### config.mk
export PLATFORM = sky130hd
export DESIGN_NAME = ibex_register_file_mp
export DESIGN_NICKNAME = d
export VERILOG_FILES = /design/src/rtl/ibex_register_file_mp.sv
export SDC_FILE = /design/constraint.sdc
export NUM_CORES = 2
export LEC_CHECK = 0
export ABC_AREA = 0
export ABC_CLOCK_PERIOD_IN_PS = 5480
export BUFFER_PORTS_ARGS = -buffer_cell sky130_fd_sc_hd__clkbuf_2
export CORE_MARGIN = 1
export CORE_UTILIZATION = 35
export DETAILED_ROUTE_END_ITERATION = 8
export SLEW_MARGIN = 10
export SYNTH_ARGS = -nofsm -noshare
export SYNTH_HDL_FRONTEND = slang
export SYNTH_SLANG_ARGS = --single-unit
### constraint.sdc
create_clock -name clk_i -period 5.48 [get_ports clk_i]
set_clock_uncertainty 0.1 [all_clocks]
set_input_delay 0.548 -clock clk_i [delete_from_list [all_inputs] [get_ports clk_i]]
set_output_delay 0.548 -clock clk_i [all_outputs]
set_load 0.1 [all_outputs]
### src/rtl/ibex_register_file_mp.sv
// Multi-port flip-flop register file with optional write bypass, a clear engine
// that walks the array back to its reset value, and a registered error pulse.
module ibex_register_file_mp #(
    parameter bit                   RV32E         = 1'b0,
    parameter int unsigned          DataWidth     = 32,
    parameter int unsigned          NumReadPorts  = 2,
    parameter int unsigned          NumWritePorts = 1,
    parameter bit                   WriteBypass   = 1'b0,
    parameter logic [DataWidth-1:0] WordZeroVal   = '0
) (
    input  logic                               clk_i,
    input  logic                               rst_i,
    input  logic [5*NumReadPorts-1:0]          raddr_i,
    output logic [DataWidth*NumReadPorts-1:0]  rdata_o,
    input  logic [5*NumWritePorts-1:0]         waddr_i,
    input  logic [DataWidth*NumWritePorts-1:0] wdata_i,
    input  logic [NumWritePorts-1:0]           we_i,
    input  logic                               clear_req_i,
    output logic                               clear_busy_o,
    output logic                               clear_done_o,
    output logic                               err_o
);

    localparam int unsigned NumWords = RV32E ? 16 : 32;
    localparam int unsigned AddrW    = RV32E ? 4 : 5;

    typedef enum logic [1:0] {
        IDLE  = 2'd0,
        CLEAR = 2'd1,
        DONE  = 2'd2
    } state_e;

    state_e                 state_q, state_d;
    logic [AddrW-1:0]       cnt_q, cnt_d;
    logic                   clear_wr;
    logic [DataWidth-1:0]   mem_q [NumWords];
    logic [AddrW-1:0]       wa [NumWritePorts];
    logic [NumWritePorts-1:0] wr_eff, wr_ill;
    logic                   collide, err_d;

    always_comb begin
        logic legal;
        legal = 1'b1;
        for (int w = 0; w < NumWritePorts; w++) begin
            wa[w]     = waddr_i[5*w +: AddrW];
            legal     = RV32E ? ~waddr_i[5*w+4] : 1'b1;
            wr_eff[w] = we_i[w] && (state_q == IDLE) && legal && (wa[w] != '0);
            wr_ill[w] = we_i[w] && !((state_q == IDLE) && legal);
        end
    end

    // Port collision is only meaningful with two write ports
    assign collide = (NumWritePorts == 2) && wr_eff[0] && wr_eff[NumWritePorts-1] &&
                     (wa[0] == wa[NumWritePorts-1]);
    assign err_d   = (|wr_ill) | collide;

    always_comb begin
        logic [4:0]           ra;
        logic                 rv;
        logic [DataWidth-1:0] rd;
        rdata_o = '0;
        for (int p = 0; p < NumReadPorts; p++) begin
            ra = raddr_i[5*p +: 5];
            rv = RV32E ? ~ra[4] : 1'b1;
            rd = WordZeroVal;
            if (rv && (ra != 5'd0)) begin
                rd = mem_q[ra[AddrW-1:0]];
                if (WriteBypass) begin
                    for (int w = 0; w < NumWritePorts; w++) begin
                        if (wr_eff[w] && (wa[w] == ra[AddrW-1:0])) begin
                            rd = wdata_i[DataWidth*w +: DataWidth];
                        end
                    end
                end
            end
            rdata_o[DataWidth*p +: DataWidth] = rd;
        end
    end

    always_ff @(posedge clk_i) begin
        if (rst_i) begin
            state_q <= IDLE;
            cnt_q   <= AddrW'(1);
        end else begin
            state_q <= state_d;
            cnt_q   <= cnt_d;
        end
    end

    always_comb begin
        state_d = state_q;
        cnt_d   = cnt_q;
        case (state_q)
            IDLE: begin
                if (clear_req_i) begin
                    state_d = CLEAR;
                    cnt_d   = AddrW'(1);
                end
            end
            CLEAR: begin
                if (cnt_q == AddrW'(NumWords - 1)) begin
                    state_d = DONE;
                end else begin
                    cnt_d = cnt_q + 1'b1;
                end
            end
            DONE: begin
                state_d = IDLE;
                cnt_d   = AddrW'(1);
            end
            default: begin
                state_d = IDLE;
                cnt_d   = AddrW'(1);
            end
        endcase
    end

    always_comb begin
        clear_busy_o = (state_q != IDLE);
        clear_done_o = (state_q == DONE);
        clear_wr     = (state_q == CLEAR);
    end

    // Word 0 is reset with the rest but never written, so it stays at WordZeroVal
    always_ff @(posedge clk_i) begin
        if (rst_i) begin
            for (int k = 0; k < NumWords; k++) begin
                mem_q[k] <= WordZeroVal;
            end
        end else begin
            for (int w = 0; w < NumWritePorts; w++) begin
                if (wr_eff[w]) begin
                    mem_q[wa[w]] <= wdata_i[DataWidth*w +: DataWidth];
                end
            end
            if (clear_wr) begin
                mem_q[cnt_q] <= WordZeroVal;
            end
        end
    end

    always_ff @(posedge clk_i) begin
        if (rst_i) begin
            err_o <= 1'b0;
        end else begin
            err_o <= err_d;
        end
    end

endmodule

## After elaboration in Yosys (flattened, before gate mapping)

Memories as Yosys holds them, arrays and structs flattened.
Index checks and enable logic that the tools add are counted.

- Memory bits (writable): 1024
- Output and inout port bits: 67
- Memories kept: 1
- Bits of input ports: 51
- Flip-flop bits (word level): 8
- Logic and storage cells: 46

Memories:

| name | words | bits a word | rd ports | clocked after memory_dff | write ports | line | RTL |
|---|---|---|---|---|---|---|---|
| mem_q | 32 | 32 | 2 | 0 | 32 | 36 | `logic [DataWidth-1:0] mem_q [NumWords];` |

- Mux-type cells: 22
- Eq/ne operators: 6
- Reductions and logical operators: 13
- $add $sub $neg: 1

Operators with widths:

| kind | number |
|---|---|
| 32-bit 2-to-1 mux | 4 |
| 32-bit OR reduction | 2 |
| 5-bit 2-to-1 mux | 4 |
| 5-bit nonzero test | 3 |
| 1-bit 2-to-1 mux | 10 |
| 5-bit case mux with 2 select lines | 1 |
| 5-bit by 1-bit adder with 5-bit output (second input constant) | 1 |
| 5-bit equality test (second input constant) | 1 |
| 2-bit 2-to-1 mux | 2 |
| 2-bit inequality test (second input constant) | 2 |
| 2-bit case mux with 2 select lines | 1 |
| 2-bit AND reduction | 2 |
| 1-bit logical AND | 3 |
| 2-bit by 1-bit equality test with 1-bit output (second input constant) | 1 |
| 2-bit equality test (second input constant) | 1 |
| 2-bit zero test | 1 |
| 2-bit by 1-bit inequality test with 1-bit output (second input constant) | 1 |
| 2-bit nonzero test | 1 |
| 1-bit zero test | 1 |

## Depth between registers and ports, before layout

- Depth in word-level cells: 9
- Depth in mapped cells: 9
- Gate-level depth less buffers: 7

## Worst setup path after synthesis

No wires, ideal clock.

- Path kind: input -> output
- From: input raddr_i[7]
- To: output rdata_o[57]
- Buffers on the path: 4
- Stages: 8
- Arrival time: 4.684 ns
- Required time: 4.832 ns
- Slack: 0.148 ns
- Cells stage by stage: buf_2 > buf_4 > buf_2 > clkbuf_1 > mux2i_1 > a22oi_1 > a21oi_1 > nor4_1

- Cells in the longest elaborated chain, start to end: 2
- Elaborated cells on any way between the ends: 3
- Those cells by class: mux: 1; reduce/logical: 1; memory: 1

Ends and longest elaborated chain:

| element | line | RTL |
|---|---|---|
| from (decl) | 13 | `input logic [5*NumReadPorts-1:0] raddr_i,` |
| memory read 32 x 32 bit or 5-bit nonzero test (tied branches) | - |  |
| 32-bit 2-to-1 mux (*) | 66 | `if (rv && (ra != 5'd0)) begin` |
| to (decl) | 14 | `output logic [DataWidth*NumReadPorts-1:0] rdata_o,` |

Mark *: on every way between the ends. The rest lies on a longest branch, timed or not.

## Worst setup path after layout

- From: input raddr_i[3]
- To: output rdata_o[17]

Same word-level chain as after synthesis.

==> metrics.md <==
| Metric | Value |
|---|---|
| Global Route Usage Sum | `0.238` |
| Outcome | `finished clean` |
| Met2 track utilization from global routing | `0.357` |
| Initial DRC Count | `4617` |
| Die Span Y | `394 um` |
| Post-synthesis sequential area ratio | `0.575` |
| Worst Setup End Kind | `output port` |
| DR vias | `36700` |
| Clk buf depth | `3` |
| Post-Place Setup Slack | `783 ps` |
| Relative slew slack | `0.117` |
| CTS tree | `built` |
| Hold Violations, Final | `0` |
| Row Count | `143` |
| Fin cells | `5748` |
| Post-synth cell types | `61` |
| Syn Area/Cell | `14.7 um2` |
| Final-stage net count | `3692` |
| Top-count cell post-synth | `edfxtp_1` |
| YS warnings | `0` |
| Cells after Synth | `3664` |
| Worst reg-to-reg setup slack | `1400 ps` |
| First-pass GRT wire length | `268 mm` |
| Final Cycle Share | `0.905` |
| Largest net degree at the start of global routing | `136` |
| Die span in x | `394 um` |
| Routed WL | `187 mm` |
| Max-Cap Viols | `0` |
| Req. time, crit path | `4830 ps` |
| Port Buffers | `117` |
| Reg2Reg Depth | `6` |
| Dpl cell area | `57200 um2` |
| Final WS setup | `521 ps` |
| R2R Path End | `mem_q[19][17]$_SDFFCE_PN0P_` |
| EDFF count, synth | `1024` |
| Hold WC Path Type | `in -> reg` |
| Max Fclk | `0.202 GHz` |
| Cell Area, Synth | `53700 um2` |
| WS Path Type | `in -> out` |
| Worst skew pair latency | `720 ps` |
| Clk sink count | `1032` |
| Hold Path Sink | `state_q[0]$_SDFFE_PP0P_` |
| Area delta synth->final | `12.6%` |
| Design area | `60500 um2` |
| Final setup violation count | `0` |
| Slew Limit Fails | `0` |
| Top cells by area, synth | `edfxtp_1 57%, mux4_2 20%, nor3_1 7.1%` |
| # fillers | `14100` |
| Data arrival time of the worst path | `4310 ps` |
| Number of global-route vias before repair | `36800` |
| Initial Utilization | `0.353` |
| Drt drc | `0` |
| Leak | `19.8 nW` |
| Worst Hold Path Cells | `2` |
| RSZ-0062 raised after global routing | `false` |
| Synth top cells by count | `1024 x edfxtp_1, 766 x nor3_1, 475 x mux4_2` |
| HPWL after DPL | `114 mm` |
| Final setup TNS | `0 ps` |
| Core Area | `152000 um2` |
| Slew @ Worst Pin | `1320 ps` |
| CTS Root Cell | `clkbuf_16` |
| Ys flop type | `edfxtp_1` |
| ANT cells | `0` |
| Yosys reg bits | `1032` |
| Yosys top cell area share | `0.573` |
| Final Core Density | `0.398` |
| GP Congestion | `0.871` |
| Pwr per Cell Area | `319 nW/um2` |
| Crit start category | `input pin` |
| Post-synth ARST share | `0` |
| Met3 usage | `0.0587` |
| Initial antenna violation count | `7` |
| Dpl cells | `5559` |
| Final ANT Viol Nets | `0` |
| GRT Residual Overflow | `0` |
| GRT met1 Usage | `0.331` |
| IR drop worst, VDD | `0.242 mV` |
| Post-synth top area cell | `edfxtp_1` |
| Worst hold path startpoint | `rst_i` |
| Grt peak-use layer | `met2` |
| Setup bufs post-CTS | `0` |
| Die area | `155000 um2` |
| Reg-to-reg startpoint | `state_q[0]$_SDFFE_PP0P_` |
| Number of buffers created by CTS | `106` |
| CTS H-tree lvls | `3` |
| IO Count | `118` |
| DR vias/cell | `6.38` |
| Wire per inst | `32.5 um` |
| Minimum clock period | `4960 ps` |
| Layout cells sized above 1 | `0.283` |
| CP Max Fanout | `22` |
| Clk slew on worst S/H paths | `60 ps` |
| TritonRoute pass-1 iters | `5` |
[cells by family after synthesis]
group           count (synthesis)  synth area share
buf+inv                       485            0.0402
xor+xnor                        2          0.000326
mux                           657             0.234
compound gates                298            0.0428
flops                        1032             0.575
fa+ha+maj                       2          0.000466
simple gates                 1187             0.107
other cells                     1         0.0000698
[registers in the layout, summed over array words and instances, names as in the netlist]
register	count
err_o	1
state_q	2
mem_q	1024
cnt_q	5
[stage by stage]
step                total power [mW]  hold slack [ps]
floorplan                       11.2              416
global placement                12.2              491
detailed placement              12.3              489
CTS                             19.3              206
global route                    19.7              264
finish                          19.3              255
[critical path, cell delays in order]
cell       delay (ps)
clkbuf_2          620
or3b_2            970
o22ai_1           130
a2111oi_0        1110
nor3_1            390
clkbuf_2          480
[cell usage in the layout (no fill, tap or decap), types with 54 or more instances in the layout]
cell type / netlist / final
edfxtp_1: 1024 / 1024
o22ai_1: 82 / 82
nor3_1: 766 / 766
mux4_2: 475 / 475
clkbuf_16: 0 / 107
buf_4: 14 / 171
mux2i_1: 148 / 147
clkbuf_2: 0 / 110
a22o_1: 54 / 54
nor2_1: 290 / 289
[worst max path at each step]
stage / from / to / slack (ps)
floorplan: raddr_i[7] / rdata_o[57] / 150
global placement: raddr_i[3] / rdata_o[17] / 760
detailed placement: raddr_i[3] / rdata_o[17] / 780
CTS: raddr_i[3] / rdata_o[17] / 810
global route: raddr_i[3] / rdata_o[17] / 770
finish: raddr_i[3] / rdata_o[17] / 520
[what timing repair did]
item                                   in CTS  in global routing
hold buffers                                2                  0
endpoints found under the hold margin       2                  0
gates resized for setup                     0                  0
[layer usage]
metal / part of all wire / up-vias
li1: - / 14700
met1: 0.39 / 19100
met2: 0.45 / 2460
met3: 0.12 / 406
met4: 0.042 / 8
met5: 0.00024 / -
[where the power goes]
group          switching, mW  leakage, nW  internal (mW)
Clock                   3.19         1.60           3.94
Combinational           2.09         7.56          0.907
Sequential             0.164         10.6           8.99
[final cells by class]
type / instances / area (um2) / share of cell area
repair buffers: 316 / 2480 / 0.0411
inverters: 5 / 18.8 / 0.000310
flip-flops and latches: 1032 / 30900 / 0.511
clock buffers: 130 / 2760 / 0.0457
multi-input cells: 2178 / 21200 / 0.351
clock inverters: 57 / 517 / 0.00855
well taps: 2030 / 2540 / 0.0420
No activity file was read; power rests on OpenSTA's default activity.
